$ cat src/rtl/mic1_mem_ctrl.sv
`default_nettype none
// ============================================================================
// Module   : mic1_mem_ctrl
// Brief    : MIC-1 initiator-side memory controller. Owns MAR/MDR/PC/MBR and
//            turns rd/wr/fetch strobes into port-A word and port-B byte requests.
// Option   : define MEM_BOUNDS_CHECK_EN to trap accesses beyond MEMORY_SIZE.
// Revision : 1.0 - initial release
// ============================================================================
module mic1_mem_ctrl #(
  parameter int ADDR_W      = 32,
  parameter int MEMORY_SIZE = 'h0083
) (
  input  logic              clk,
  input  logic              rst,
  input  logic [31:0]       c_bus,
  input  logic              mar_ld,
  input  logic              mdr_ld,
  input  logic              pc_ld,
  input  logic              rd,
  input  logic              wr,
  input  logic              fetch,
  output logic [31:0]       mar,
  output logic [31:0]       mdr,
  output logic [31:0]       pc,
  output logic [31:0]       mbr,
  output logic [31:0]       mbru,
  output logic [ADDR_W-1:0] addr_A,
  output logic [31:0]       wdata_A,
  output logic              wen_A,
  output logic              ren_A,
  input  logic [31:0]       rdata_A,
  output logic [ADDR_W-1:0] addr_B,
  output logic              ren_B,
  input  logic [7:0]        rdata_B,
  output logic              busy,
  output logic              conflict
);

  logic [31:0]       mar_q, mar_d, mdr_q, mdr_d, pc_q, pc_d, wdata_a_q, wdata_a_d;
  logic [7:0]        mbr_q, mbr_d;
  logic [ADDR_W-1:0] addr_a_q, addr_a_d, addr_b_q, addr_b_d;
  logic              wen_a_q, wen_a_d, ren_a_q, ren_a_d, ren_b_q, ren_b_d;
  logic              rd_oob_q, rd_oob_d, fetch_oob_q, fetch_oob_d;
  logic              conflict_q, conflict_d;
  logic              mar_oob, pc_oob;

`ifdef MEM_BOUNDS_CHECK_EN
  assign mar_oob = (mar_q >= 32'(MEMORY_SIZE));
  assign pc_oob  = ((pc_q >> 2) >= 32'(MEMORY_SIZE));
`else
  logic unused_memory_size;
  assign unused_memory_size = ^32'(MEMORY_SIZE);
  assign mar_oob = 1'b0;
  assign pc_oob  = 1'b0;
`endif

  always_comb begin
    mar_d       = mar_ld ? c_bus : mar_q;
    pc_d        = pc_ld  ? c_bus : pc_q;
    conflict_d  = conflict_q;

    // Requests snapshot MAR/MDR/PC before any load landing on the same edge.
    addr_a_d    = addr_a_q;
    wdata_a_d   = wdata_a_q;
    wen_a_d     = 1'b0;
    ren_a_d     = 1'b0;
    rd_oob_d    = 1'b0;
    if (rd | wr) begin
      addr_a_d  = mar_q[ADDR_W-1:0];
      wdata_a_d = mdr_q;
      wen_a_d   = wr & ~mar_oob;
      ren_a_d   = rd & ~wr & ~mar_oob;
      rd_oob_d  = rd & ~wr & mar_oob;
      if ((rd & wr) | mar_oob) conflict_d = 1'b1;
    end

    addr_b_d    = addr_b_q;
    ren_b_d     = 1'b0;
    fetch_oob_d = 1'b0;
    if (fetch) begin
      addr_b_d    = pc_q[ADDR_W-1:0];
      ren_b_d     = ~pc_oob;
      fetch_oob_d = pc_oob;
      if (pc_oob) conflict_d = 1'b1;
    end

    // Returning memory data outranks a datapath load of MDR.
    if (ren_a_q)       mdr_d = rdata_A;
    else if (rd_oob_q) mdr_d = 32'hDEAD_BEEF;
    else if (mdr_ld)   mdr_d = c_bus;
    else               mdr_d = mdr_q;
    if ((ren_a_q | rd_oob_q) & mdr_ld) conflict_d = 1'b1;

    if (ren_b_q)          mbr_d = rdata_B;
    else if (fetch_oob_q) mbr_d = 8'hFF;
    else                  mbr_d = mbr_q;
  end

  always_ff @(posedge clk or posedge rst) begin
    if (rst) begin
      mar_q       <= '0;
      mdr_q       <= '0;
      pc_q        <= '0;
      mbr_q       <= '0;
      addr_a_q    <= '0;
      wdata_a_q   <= '0;
      wen_a_q     <= 1'b0;
      ren_a_q     <= 1'b0;
      rd_oob_q    <= 1'b0;
      addr_b_q    <= '0;
      ren_b_q     <= 1'b0;
      fetch_oob_q <= 1'b0;
      conflict_q  <= 1'b0;
    end else begin
      mar_q       <= mar_d;
      mdr_q       <= mdr_d;
      pc_q        <= pc_d;
      mbr_q       <= mbr_d;
      addr_a_q    <= addr_a_d;
      wdata_a_q   <= wdata_a_d;
      wen_a_q     <= wen_a_d;
      ren_a_q     <= ren_a_d;
      rd_oob_q    <= rd_oob_d;
      addr_b_q    <= addr_b_d;
      ren_b_q     <= ren_b_d;
      fetch_oob_q <= fetch_oob_d;
      conflict_q  <= conflict_d;
    end
  end

  assign mar      = mar_q;
  assign mdr      = mdr_q;
  assign pc       = pc_q;
  assign mbr      = {{24{mbr_q[7]}}, mbr_q};
  assign mbru     = {24'h0, mbr_q};
  assign addr_A   = addr_a_q;
  assign wdata_A  = wdata_a_q;
  assign wen_A    = wen_a_q;
  assign ren_A    = ren_a_q;
  assign addr_B   = addr_b_q;
  assign ren_B    = ren_b_q;
  assign busy     = ren_a_q | wen_a_q | ren_b_q;
  assign conflict = conflict_q;

endmodule
`default_nettype wire

$ cat config.mk
export PLATFORM = sky130hd
export DESIGN_NAME = mic1_mem_ctrl
export DESIGN_NICKNAME = d
export VERILOG_FILES = /design/src/rtl/mic1_mem_ctrl.sv
export SDC_FILE = /design/constraint.sdc
export NUM_CORES = 1
export LEC_CHECK = 0
export CORE_ASPECT_RATIO = 1.5
export CORE_MARGIN = 5
export CORE_UTILIZATION = 44
export CTS_CLUSTER_SIZE = 24
export DETAILED_ROUTE_END_ITERATION = 7
export GPL_TIMING_DRIVEN = 0
export PLACE_DENSITY_LB_ADDON = 0.05
export SYNTH_ARGS = -nofsm -noshare
export SYNTH_HDL_FRONTEND = slang
export SYNTH_SLANG_ARGS = --single-unit
$ cat constraint.sdc
create_clock -name clk -period 10.7 [get_ports clk]
set_input_delay 3.21 -clock clk [delete_from_list [all_inputs] [get_ports clk]]
set_output_delay 3.21 -clock clk [all_outputs]
set_load 0.02 [all_outputs]
=== Word-level counts from Yosys, hierarchy flattened ===
Cells that the tools add are included.

* Register bits: 204
* Output and inout bits: 261
* Bits of input ports: 80
* Word-level logic and storage cells: 31

* Bitwise operators: 7
* Muxes and demuxes: 9
* Reductions and logical operators: 4

{| class="wikitable"
|+ Operators by type and width
! kind !! count
|-
| 32-bit two-way mux || 2
|-
| 8-bit two-way mux || 1
|-
| 1-bit two-way mux || 6
|-
| 2-bit nonzero test || 3
|-
| 1-bit bitwise AND || 3
|-
| 1-bit OR || 3
|-
| 2-bit AND reduction || 1
|-
| 1-bit inverter || 1
|}

=== Longest topological paths before layout ===
Gate-level depths: netlist of run 1.

* Depth after elaboration: 4
* Gate-level depth with buffers: 4
* Gate-level depth less buffers: 2

=== Worst setup path after synthesis of run 1 ===
No wires, ideal clock.

* Kind: reg-to-output
* From: reg ren_a_q, in the netlist ren_A
* To: out busy
* Path buffers: 1
* Setup slack: 6.387 ns
* Cell stages (with the launch flop): 3
* Data required time: 7.490 ns
* Arrival time: 1.103 ns
* Cell sequence: dfrtp_1 buf_2 or3_1

* Word-level cells in the longest chain between the ends: 2

{| class="wikitable"
|+ RTL lines
! what !! RTL line !! text
|-
| from (decl) || 42 || <nowiki>logic wen_a_q, wen_a_d, ren_a_q, ren_a_d, ren_b_q, ren_b_d;</nowiki>
|-
| from (signal assigned) || 122 || <nowiki>ren_a_q <= ren_a_d;</nowiki>
|-
| 1-bit OR (2 in a row) || 142 || <nowiki>assign busy = ren_a_q | wen_a_q | ren_b_q;</nowiki>
|-
| to (decl) || 35 || <nowiki>output logic busy,</nowiki>
|}

No other way between the ends.

=== Worst setup path in the final report of run 1 ===
* From: reg mbr_q[7]
* To: out mbr[18]

{| class="wikitable"
|+ RTL lines
! what !! RTL line !! text
|-
| from (decl) || 40 || <nowiki>logic [7:0] mbr_q, mbr_d;</nowiki>
|-
| from (signal assigned) || 118 || <nowiki>mbr_q <= mbr_d;</nowiki>
|-
| to (decl) || 25 || <nowiki>output logic [31:0] mbr,</nowiki>
|}

No word-level cell between the ends.

==> results of run 1 <==
==> how the worst max path moves through the flow <==
stage	from	endpoint	slack [ps]
floorplan	rst	addr_A[0]	1920
global placement	rst	mdr[3]	-580
detailed placement	mbr_q[7]	mbr[18]	5840
CTS	mbr_q[7]	mbr[18]	5330
global route	mbr_q[7]	mbr[18]	5220
finish	mbr_q[7]	mbr[18]	5380
==> critical path, stage by stage, from the launching register on <==
cell and delay, ps:
dfrtp_1 800, buf_4 220, clkdlybuf4s50_1 610
==> layout make-up <==
| type | instances | share of cell area, % |
|---|---|---|
| Clock inverter | 2 | 0.07869 |
| Buffer | 87 | 5.233 |
| Timing Repair Buffer | 314 | 24.84 |
| Antenna cell | 1 | 0.01967 |
| Tap cell | 256 | 2.518 |
| Clock buffer | 28 | 4.652 |
| Multi-Input combinational cell | 292 | 22.44 |
| Inverter | 1 | 0.08852 |
| Sequential cell | 204 | 40.13 |
==> sequential cells by signal (all words and copies together), names as in the netlist <==
register and cells:
conflict 1, pc 32, mdr 32, addr_B 32
wen_A 1, mbr_q 8, mar 32, addr_A 32
ren_A 1, wdata_A 32, ren_B 1
==> cells in the final DEF, fill, tap and decap left out <==
cell type        Yosys  layout
clkinv_2             0       2
conb_1               1      24
nor2_8               1       1
buf_4               68      68
dfrtp_1            204     204
a221o_2              1       1
or3_1                1       1
mux2_1               7       7
clkdlybuf4s50_1      0     313
mux2i_1             32      32
o21ai_0             32      32
clkbuf_16            0      21
diode_2              0       1
nand2_1             32      32
buf_6                1       1
buf_8                5       5
clkbuf_1             9      12
mux2_4              60      60
buf_2                3       3
buf_12               1       1
inv_8                0       1
buf_16               0       1
and2b_2              1       1
clkbuf_8             0       4
mux2_2             101     101
==> cell families after synthesis <==
kind of cell,Yosys count
DFF,204
AOI/OAI and AO/OA,33
muxes,200
buffers and inverters,88
and+or+nand+nor,35
other,1
==> through the flow <==
| step | hold slack [ps] | power [uW] |
|---|---|---|
| after floorplan | 599.0 | 1249 |
| after global placement | 464.4 | 1547 |
| after detailed placement | 473.7 | 1560 |
| after CTS | 488.2 | 2228 |
| after global routing | 494.9 | 2296 |
| final | 482.5 | 2199 |
==> metal layers <==
layer	global-route usage, %	routed length, um	up-vias
met5	0	0	-
met4	7.361	741	0
met3	6.721	2408	36
met2	36.64	12080	229
met1	24.73	8677	2830
li1	-	-	2568
==> power breakdown <==
part / internal [uW] / switching (uW)
Sequential: 866 / 66.4
Clock: 381 / 278
Combinational: 325 / 282
==> metrics.csv, run 1 <==
stage,metric,value,unit
synth,post-synthesis mux area share,28.53,%
outcome,status,finished clean,
synth,Synth Area in Compound Gates,2.007,%
final_layout,Final Cell Area,0.01272,mm2
power,Leak,0.005607,uW
synth,"flops & latches, synth",204,
synth,Mean Syn Cell Area,15.23,um2
final_layout,area of all sequential standard cells,0.005105,mm2
synth,Synth Area in XOR/XNOR,0,%
clock_network,CTS Buf Count,20,
synth,Netlist cell types,19,
timing,slew margin rel.,52.96,%
power,Peak VDD IR,0.1287,mV
clock_network,CTS Hold Bufs,0,
clock_network,Sinks on Clock Net,204,
global_route,initial antenna violation count,1,
place,GPL Wtd Cong,0.8358,
clock_network,cts repair resizes,0,
synth,register area share after synthesis,59.76,%
global_route,GRT Residual Overflow,0,
global_route,number of global-route vias before repair,6259,
synth,ys async rst share,100.0,%
worst_setup_path,CP Capture Type,output port,
timing,Achievable Freq,188.1,MHz
clock_network,clk buf depth,3,
clock_network,root buffer cell,clkbuf_16,
worst_setup_path,CP Class,flip-flop to output port,
routing,total wire length,23.90,mm
place,DP Cell Count,1154,
synth,top-count cell post-synth,dfrtp_1,
timing,Sum Neg Setup Slack,0,ps
clock_network,setup bufs post-CTS,0,
synth,Post-Syn Area,0.008542,mm2
final_layout,area delta synth->final,48.92,%
synth,most frequent cells after synthesis,"204 x dfrtp_1, 101 x mux2_2, 68 x buf_4",
place,DP Worst Slack,5836,ps
routing,# DRC,0,
clock_network,Skew-Pair Late Insertion Delay,480,ps
min_path,Hold WC Path Type,flip-flop to flip-flop,
floorplanning,die height,180.6,um
routing,Wirelength per Cell,20.17,um
floorplanning,Die X,123.8,um
final_layout,final non-filler cell total,1185,
timing,actual transition at the worst max-transition pin,705.5,ps
worst_setup_path,R2R Setup Slk,9260,ps
final_layout,filler cell count,1474,
clock_network,"CTS clk-pin slew, worst paths",60,ps
place,placed instance area,0.01212,mm2
timing,final worst-path cycle share,49.68,%
synth,leading area contributor after synthesis,dfrtp_1,
floorplanning,Core Region,0.01916,mm2
worst_setup_path,Worst R2R End,mdr[3],
timing,fin crit period,5316,ps
worst_setup_path,Critical R2R Launch,ren_A,
floorplanning,Starting Density,44.58,%
final_layout,number of nets in the layout,1000,
global_route,first-pass GRT wire length,36.99,mm
final_layout,layout cells sized above 1,29.20,%
timing,RSZ-0062 raised after global routing,no,
synth,main combinational cell family by area after synthesis,multiplexers,
synth,Area contributors post-synth,"dfrtp_1 60%, mux2_2 13%, mux2_4 11%, buf_4 6.0%, mux2i_1 3.7%",
global_route,GRT Util Overall,21.32,%
place,DP Wirelength,17.81,mm
routing,vias post-DR,5663,
timing,smallest setup slack after layout,5384,ps
routing,1st-pass router iterations,4,
power,Power Density,172.8,mW/mm2
timing,final hold viol count,0,
synth,Post-Syn Instances,561,
flow_run,number of max-cap violations,0,
floorplanning,die area,0.02236,mm2
worst_setup_path,Worst EP arrival,2110,ps
synth,Synth Warn #,0,
global_route,largest net degree at the start of global routing,116,
routing,Initial DRC Count,186,
clock_network,htree depth,1,
timing,clk_skew,9.199,ps
timing,Setup Viol. Count Final,0,
min_path,hold_sp,conflict,
min_path,Hold Path Stages,1,
worst_setup_path,startpoint types,flip-flop,
synth,top cell type's share of synthesized area,59.76,%
synth,Synth Area in Adders,0,%
worst_setup_path,R2R cell count,4,
floorplanning,IO Count,341,
floorplanning,row count,62,
worst_setup_path,Worst EP required,7490,ps
final_layout,post-layout util,66.39,%
clock_network,CTS tree,done,
worst_setup_path,CP Max Fanout,27,
timing,Final Max Tran Viols,0,
routing,DRT antenna net count,0,
synth,number of synthesized flops with an enable pin,0,
routing,vias per cell,4.779,
synth,Main synth FF type,dfrtp_1,
final_layout,area of the multi-input gates,0.002854,mm2
min_path,WHS Endpoint,conflict,
place,I/O Buffers,313,
synth,Synth Area in Simple Gates,1.816,%
Note: power is estimated with default switching activity, not from simulation.
==> run 2: changes to the inputs <==
Settings changed: CORE_UTILIZATION 44 to 39.
Clock period 10.7 ns to 4.61 ns, I/O delays scaled along.
==> run 2 against run 1 <==
- first-iteration DRC count down 30%
- critical path type unchanged
- largest power group unchanged
- largest cell class unchanged
- register-to-register slack worse by 6100 ps
- clock power rose to 2.6 times the previous value
==> metrics.csv, run 2 (same netlist as run 1, synthesis figures left out) <==
stage,metric,value,unit,change
timing,slew margin rel.,52.72,%,-0.24 points
flow_run,number of max-cap violations,0,,unchanged
place,DP Worst Slack,1592,ps,-4244 ps
final_layout,area of all sequential standard cells,0.005105,mm2,unchanged
final_layout,number of nets in the layout,1005,,+0.50%
floorplanning,die area,0.02502,mm2,+12%
routing,Initial DRC Count,131,,-30%
global_route,GRT Residual Overflow,0,,unchanged
place,DP Wirelength,18.48,mm,+3.7%
routing,vias post-DR,5676,,+0.23%
timing,clk_skew,16.63,ps,+7.435 ps
power,total power,5271,uW,+140%
clock_network,Skew-Pair Late Insertion Delay,500,ps,+20 ps
worst_setup_path,CP endpoint,mbr[11],,
worst_setup_path,Worst EP arrival,2110,ps,about the same
min_path,Hold WC Path Type,flip-flop to flip-flop,,
worst_setup_path,startpoint types,flip-flop,,
routing,Wirelength per Cell,20.16,um,about the same
worst_setup_path,Worst path max stage delay,800,ps,about the same
timing,final worst-path cycle share,75.71,%,
worst_setup_path,worst-path cell chain,buf_4 > clkdlybuf4s50_1,,
floorplanning,IO Count,341,,unchanged
place,DP Cell Count,1174,,+1.7%
timing,fin crit period,3490,ps,
timing,Setup Viol. Count Final,0,,unchanged
place,I/O Buffers,313,,unchanged
final_layout,filler cell count,1727,,+17%
clock_network,clk buf depth,3,,unchanged
timing,Final Max Tran Viols,0,,unchanged
routing,total wire length,24.41,mm,+2.1%
floorplanning,Die X,130.8,um,+5.7%
clock_network,cts repair resizes,0,,unchanged
power,Peak VDD IR,0.3102,mV,+140%
worst_setup_path,CP Launch Point,mbr_q[7],,
clock_network,root buffer cell,clkbuf_16,,
routing,1st-pass router iterations,4,,unchanged
worst_setup_path,R2R cell count,4,,unchanged
clock_network,CTS Hold Bufs,0,,unchanged
clock_network,htree depth,1,,unchanged
min_path,Hold Path Stages,1,,unchanged
place,GPL Wtd Cong,0.7717,,-7.7%
final_layout,layout cells sized above 1,30.14,%,+0.94 points
global_route,first-pass GRT wire length,37.05,mm,+0.17%
final_layout,most frequent cells in the layout,"313 x clkdlybuf4s50_1, 204 x dfrtp_1, 101 x mux2_2",,
final_layout,area delta synth->final,50.96,%,
final_layout,Final Cell Area,0.01289,mm2,+1.4%
routing,DRT antenna net count,0,,unchanged
worst_setup_path,Crit-path slowest cell,dfrtp_1,,
worst_setup_path,CP Class,flip-flop to output port,,
routing,vias per cell,4.687,,-1.9%
worst_setup_path,R2R Setup Slk,3210,ps,-6050 ps
final_layout,area of the multi-input gates,0.002854,mm2,unchanged
place,placed instance area,0.01221,mm2,+0.73%
clock_network,setup bufs post-CTS,0,,unchanged
timing,smallest setup slack after layout,1120,ps,-4264 ps
floorplanning,row count,66,,+6.5%
timing,final hold viol count,0,,unchanged
global_route,GRT Util Overall,19.09,%,-2.2 points
power,Leak,0.005676,uW,+1.2%
worst_setup_path,CP Max Fanout,27,,unchanged
timing,Achievable Freq,286.5,MHz,
routing,# DRC,0,,unchanged
final_layout,# diodes,0,,-1
clock_network,Sinks on Clock Net,204,,unchanged
clock_network,CTS tree,done,,
clock_network,"CTS clk-pin slew, worst paths",60,ps,about the same
floorplanning,die height,191.3,um,+5.9%
final_layout,final non-filler cell total,1211,,+2.2%
final_layout,"commonest non-fill, non-tap cell in the layout",clkdlybuf4s50_1,,
floorplanning,Core Region,0.02164,mm2,+13%
floorplanning,Starting Density,39.48,%,-5.1 points
clock_network,CTS Buf Count,21,,+5.0%
global_route,largest net degree at the start of global routing,45,,-61%
timing,RSZ-0062 raised after global routing,no,,
outcome,status,finished clean,,
global_route,number of global-route vias before repair,6381,,+1.9%
worst_setup_path,Critical R2R Launch,ren_A,,
timing,actual transition at the worst max-transition pin,709.2,ps,+3.656 ps
global_route,initial antenna violation count,0,,-1
worst_setup_path,CP Capture Type,output port,,
worst_setup_path,Worst EP required,3230,ps,-4260 ps
power,Power Density,408.8,mW/mm2,+140%
worst_setup_path,Worst R2R End,mdr[14],,
-- run 2: changes by cell type in the layout (fill, tap and decap cells not counted), sizes merged --
cell / change
buf: +4
bufinv: +1
clkbuf: +1
clkinv: +2
clkinvlp: +3
diode: -1
-- run 2: cell type report --
| class | count | area share [%] |
|---|---|---|
| multi-input combinational | 292 | 22.13 |
| sequential | 204 | 39.59 |
| clock inverter | 8 | 0.5725 |
| inverter | 1 | 0.05822 |
| tap | 272 | 2.639 |
| buffer | 87 | 5.162 |
| clock buffer | 29 | 4.774 |
| timing repair buffer | 318 | 25.07 |
-- run 2: power by group --
part | switching, uW | internal (uW) | total [uW]
clock network | 699 | 990 | 1690
logic | 657 | 760 | 1420
registers | 155 | 2010 | 2170
-- run 2: worst max-delay path, delay by kind of cell (launching register included) --
family | cells | cell delay [ps]
buf+inv | 2 | 820
flops | 1 | 800
-- run 2: per-stage QoR --
step / setup TNS (ps) / utilization [%] / hold slack, ps
3_5_place_dp: 0 / 56.41 / 479.6
4_1_cts: 0 / 59.60 / 493.0
6_report: 0 / 59.60 / 488.8
5_1_grt: 0 / 59.60 / 520.0
2_1_floorplan: 0 / - / 599.0
3_3_place_gp: -180720 / 55.95 / 464.1
-- run 2: per-layer routing --
metal / vias to the layer above / global-route usage [%] / share of wire (%)
met3: 37 / 5.507 / 8.9
met5: - / 0 / 0
met1: 2831 / 22.50 / 38
li1: 2583 / - / -
met2: 225 / 33.56 / 51
met4: 0 / 5.424 / 2.6
-- run 2: worst min path at each step --
stage | from | to | slack (ps)
4_1_cts | addr_B[14] | addr_B[14] | 490
3_3_place_gp | conflict | conflict | 460
3_5_place_dp | addr_B[14] | addr_B[14] | 480
5_1_grt | addr_A[26] | addr_A[26] | 520
2_1_floorplan | conflict | conflict | 600
6_report | addr_B[14] | addr_B[14] | 490
==> run 3: changes to the inputs <==
Settings changed: CORE_UTILIZATION 39 to 44.
Clock period 4.61 ns to 3.3 ns, I/O delays scaled along.
==> run 3 against run 2 <==
- sequential share of layout area rose by 0.29 points
- die area fell by 11%
- combinational power rose by 40%
- global-route usage rose by 2.9 points
- cell count fell by 1.7%
- critical path depth did not move
- critical path type unchanged
==> metrics.csv, run 3 (same netlist as run 1, synthesis figures left out) <==
stage,metric,value,unit,change
place,GPL Wtd Cong,0.8026,,+4.0%
min_path,hold_sp,conflict,,
worst_setup_path,Crit-path slowest cell,dfrtp_1,,
flow_run,number of max-cap violations,0,,unchanged
place,DP Wirelength,18.67,mm,+1.0%
timing,RSZ-0062 raised after global routing,no,,
worst_setup_path,worst-path cell chain,buf_4 > clkdlybuf4s50_1,,
final_layout,final non-filler cell total,1190,,-1.7%
clock_network,root buffer cell,clkbuf_16,,
routing,total wire length,24.81,mm,+1.6%
floorplanning,Starting Density,44.58,%,+5.1 points
timing,actual transition at the worst max-transition pin,751.7,ps,+42.49 ps
worst_setup_path,Worst EP arrival,2140,ps,+30 ps
final_layout,area of the multi-input gates,0.002854,mm2,unchanged
timing,Setup Viol. Count Final,0,,unchanged
final_layout,area of all sequential standard cells,0.005105,mm2,unchanged
clock_network,cts repair resizes,0,,unchanged
final_layout,filler cell count,1493,,-14%
power,Peak VDD IR,0.4513,mV,+45%
worst_setup_path,CP Max Fanout,27,,unchanged
routing,DRT antenna net count,0,,unchanged
place,I/O Buffers,313,,unchanged
floorplanning,Die X,123.8,um,-5.4%
worst_setup_path,Worst R2R End,mdr[3],,
worst_setup_path,Crit path max-delay family,flip-flops,,
clock_network,Sinks on Clock Net,204,,unchanged
worst_setup_path,Critical R2R Launch,ren_A,,
global_route,largest net degree at the start of global routing,45,,unchanged
worst_setup_path,R2R Setup Slk,1910,ps,-1300 ps
worst_setup_path,Worst EP required,2310,ps,-920 ps
worst_setup_path,CP Class,flip-flop to output port,,
global_route,GRT Util Overall,21.96,%,+2.9 points
floorplanning,die area,0.02236,mm2,-11%
floorplanning,IO Count,341,,unchanged
final_layout,layout cells sized above 1,29.29,%,-0.85 points
clock_network,CTS tree,done,,
timing,clk_skew,5.870,ps,-10.76 ps
min_path,Hold WC Path Type,flip-flop to flip-flop,,
worst_setup_path,R2R cell count,4,,unchanged
final_layout,most frequent cells in the layout,"313 x clkdlybuf4s50_1, 204 x dfrtp_1, 101 x mux2_2",,
worst_setup_path,worst path bufs/invs,2,,unchanged
timing,Final Max Tran Viols,0,,unchanged
timing,final hold viol count,0,,unchanged
global_route,number of global-route vias before repair,6422,,+0.64%
clock_network,Skew-Pair Late Insertion Delay,480,ps,-20 ps
place,DP Cell Count,1158,,-1.4%
global_route,first-pass GRT wire length,37.71,mm,+1.8%
final_layout,area delta synth->final,49.85,%,
timing,slew margin rel.,49.89,%,-2.8 points
power,Power Density,561.2,mW/mm2,+37%
min_path,Hold Path Stages,1,,unchanged
routing,Wirelength per Cell,20.85,um,+3.4%
routing,Initial DRC Count,209,,+60%
outcome,status,finished clean,,
routing,# DRC,0,,unchanged
worst_setup_path,CP Capture Type,output port,,
clock_network,setup bufs post-CTS,0,,unchanged
floorplanning,Core Region,0.01916,mm2,-11%
floorplanning,die height,180.6,um,-5.5%
power,Leak,0.005630,uW,-0.80%
timing,Achievable Freq,319.5,MHz,
timing,fin crit period,3130,ps,
routing,vias per cell,4.751,,+1.4%
worst_setup_path,Worst path max stage delay,830,ps,+30 ps
routing,1st-pass router iterations,4,,unchanged
clock_network,htree depth,1,,unchanged
clock_network,"CTS clk-pin slew, worst paths",60,ps,about the same
routing,vias post-DR,5654,,-0.39%
floorplanning,row count,62,,-6.1%
clock_network,clk buf depth,3,,unchanged
min_path,WHS Endpoint,conflict,,
power,total power,7183,uW,+36%
final_layout,number of nets in the layout,1004,,-0.10%
clock_network,CTS Hold Bufs,0,,unchanged
global_route,GRT Residual Overflow,0,,unchanged
global_route,initial antenna violation count,2,,+2
worst_setup_path,startpoint types,flip-flop,,
final_layout,"commonest non-fill, non-tap cell in the layout",clkdlybuf4s50_1,,
timing,final worst-path cycle share,94.86,%,
clock_network,CTS Buf Count,20,,-4.8%
## run 3: cell types whose count changed in the layout (fill, tap and decap cells not counted), sizes merged
| cell | change |
|---|---|
| inv | -1 |
| clkbuf | -1 |
| diode | +2 |
| clkinv | -4 |
| clkinvlp | -1 |
## run 3: worst max path at each step
stage	cells past startpoint	slack (ps)	endpoint	from
2_1_floorplan	1	-330	addr_A[0]	rst
3_3_place_gp	2	-1810	mar[4]	rst
3_5_place_dp	2	640	mbr[20]	mbr_q[7]
4_1_cts	2	130	mbr[20]	mbr_q[7]
5_1_grt	2	20	mbr[24]	mbr_q[7]
6_report	2	170	mbr[20]	mbr_q[7]
## run 3: layout make-up
class,count,share of cell area (%)
Sequential cell,204,39.88
Inverter,1,0.05865
Multi-Input combinational cell,292,22.30
Timing Repair Buffer,318,25.26
Buffer,87,5.200
Clock inverter,2,0.2933
Antenna cell,2,0.03910
Clock buffer,28,4.467
Tap cell,256,2.502
## run 3: worst register-to-register path, cell delays in order, from the launching register on
cell	delay, ps
dfrtp_1	380
buf_2	260
clkbuf_1	460
nand2_1	90
o21ai_0	100
## run 3: routing by layer
metal | vias to the layer above | global-route usage [%] | wire length, um
met2 | 198 | 39.87 | 13380
met3 | 35 | 6.030 | 1972
met4 | 0 | 6.341 | 713
met1 | 2847 | 24.63 | 8745
met5 | - | 0 | 0
li1 | 2574 | - | -
## run 3: metrics by stage
stage / hold WS, ps / utilization (%) / area, um2 / TNS, ps / worst slack (ps)
floorplan: 599.0 / - / 8632 / -68190 / -334.3
global placement: 467.3 / 63.07 / 12090 / -367480 / -1815
detailed placement: 467.0 / 63.60 / 12190 / 0 / 642.2
CTS: 482.7 / 66.78 / 12790 / 0 / 131.4
global route: 505.5 / 66.80 / 12800 / 0 / 19.00
finish: 478.7 / 66.80 / 12800 / 0 / 169.8
## run 3: power breakdown
part	total [uW]	switching (uW)	internal [uW]
registers	3030	221	2810
logic	1990	929	1060
clock network	2160	889	1270
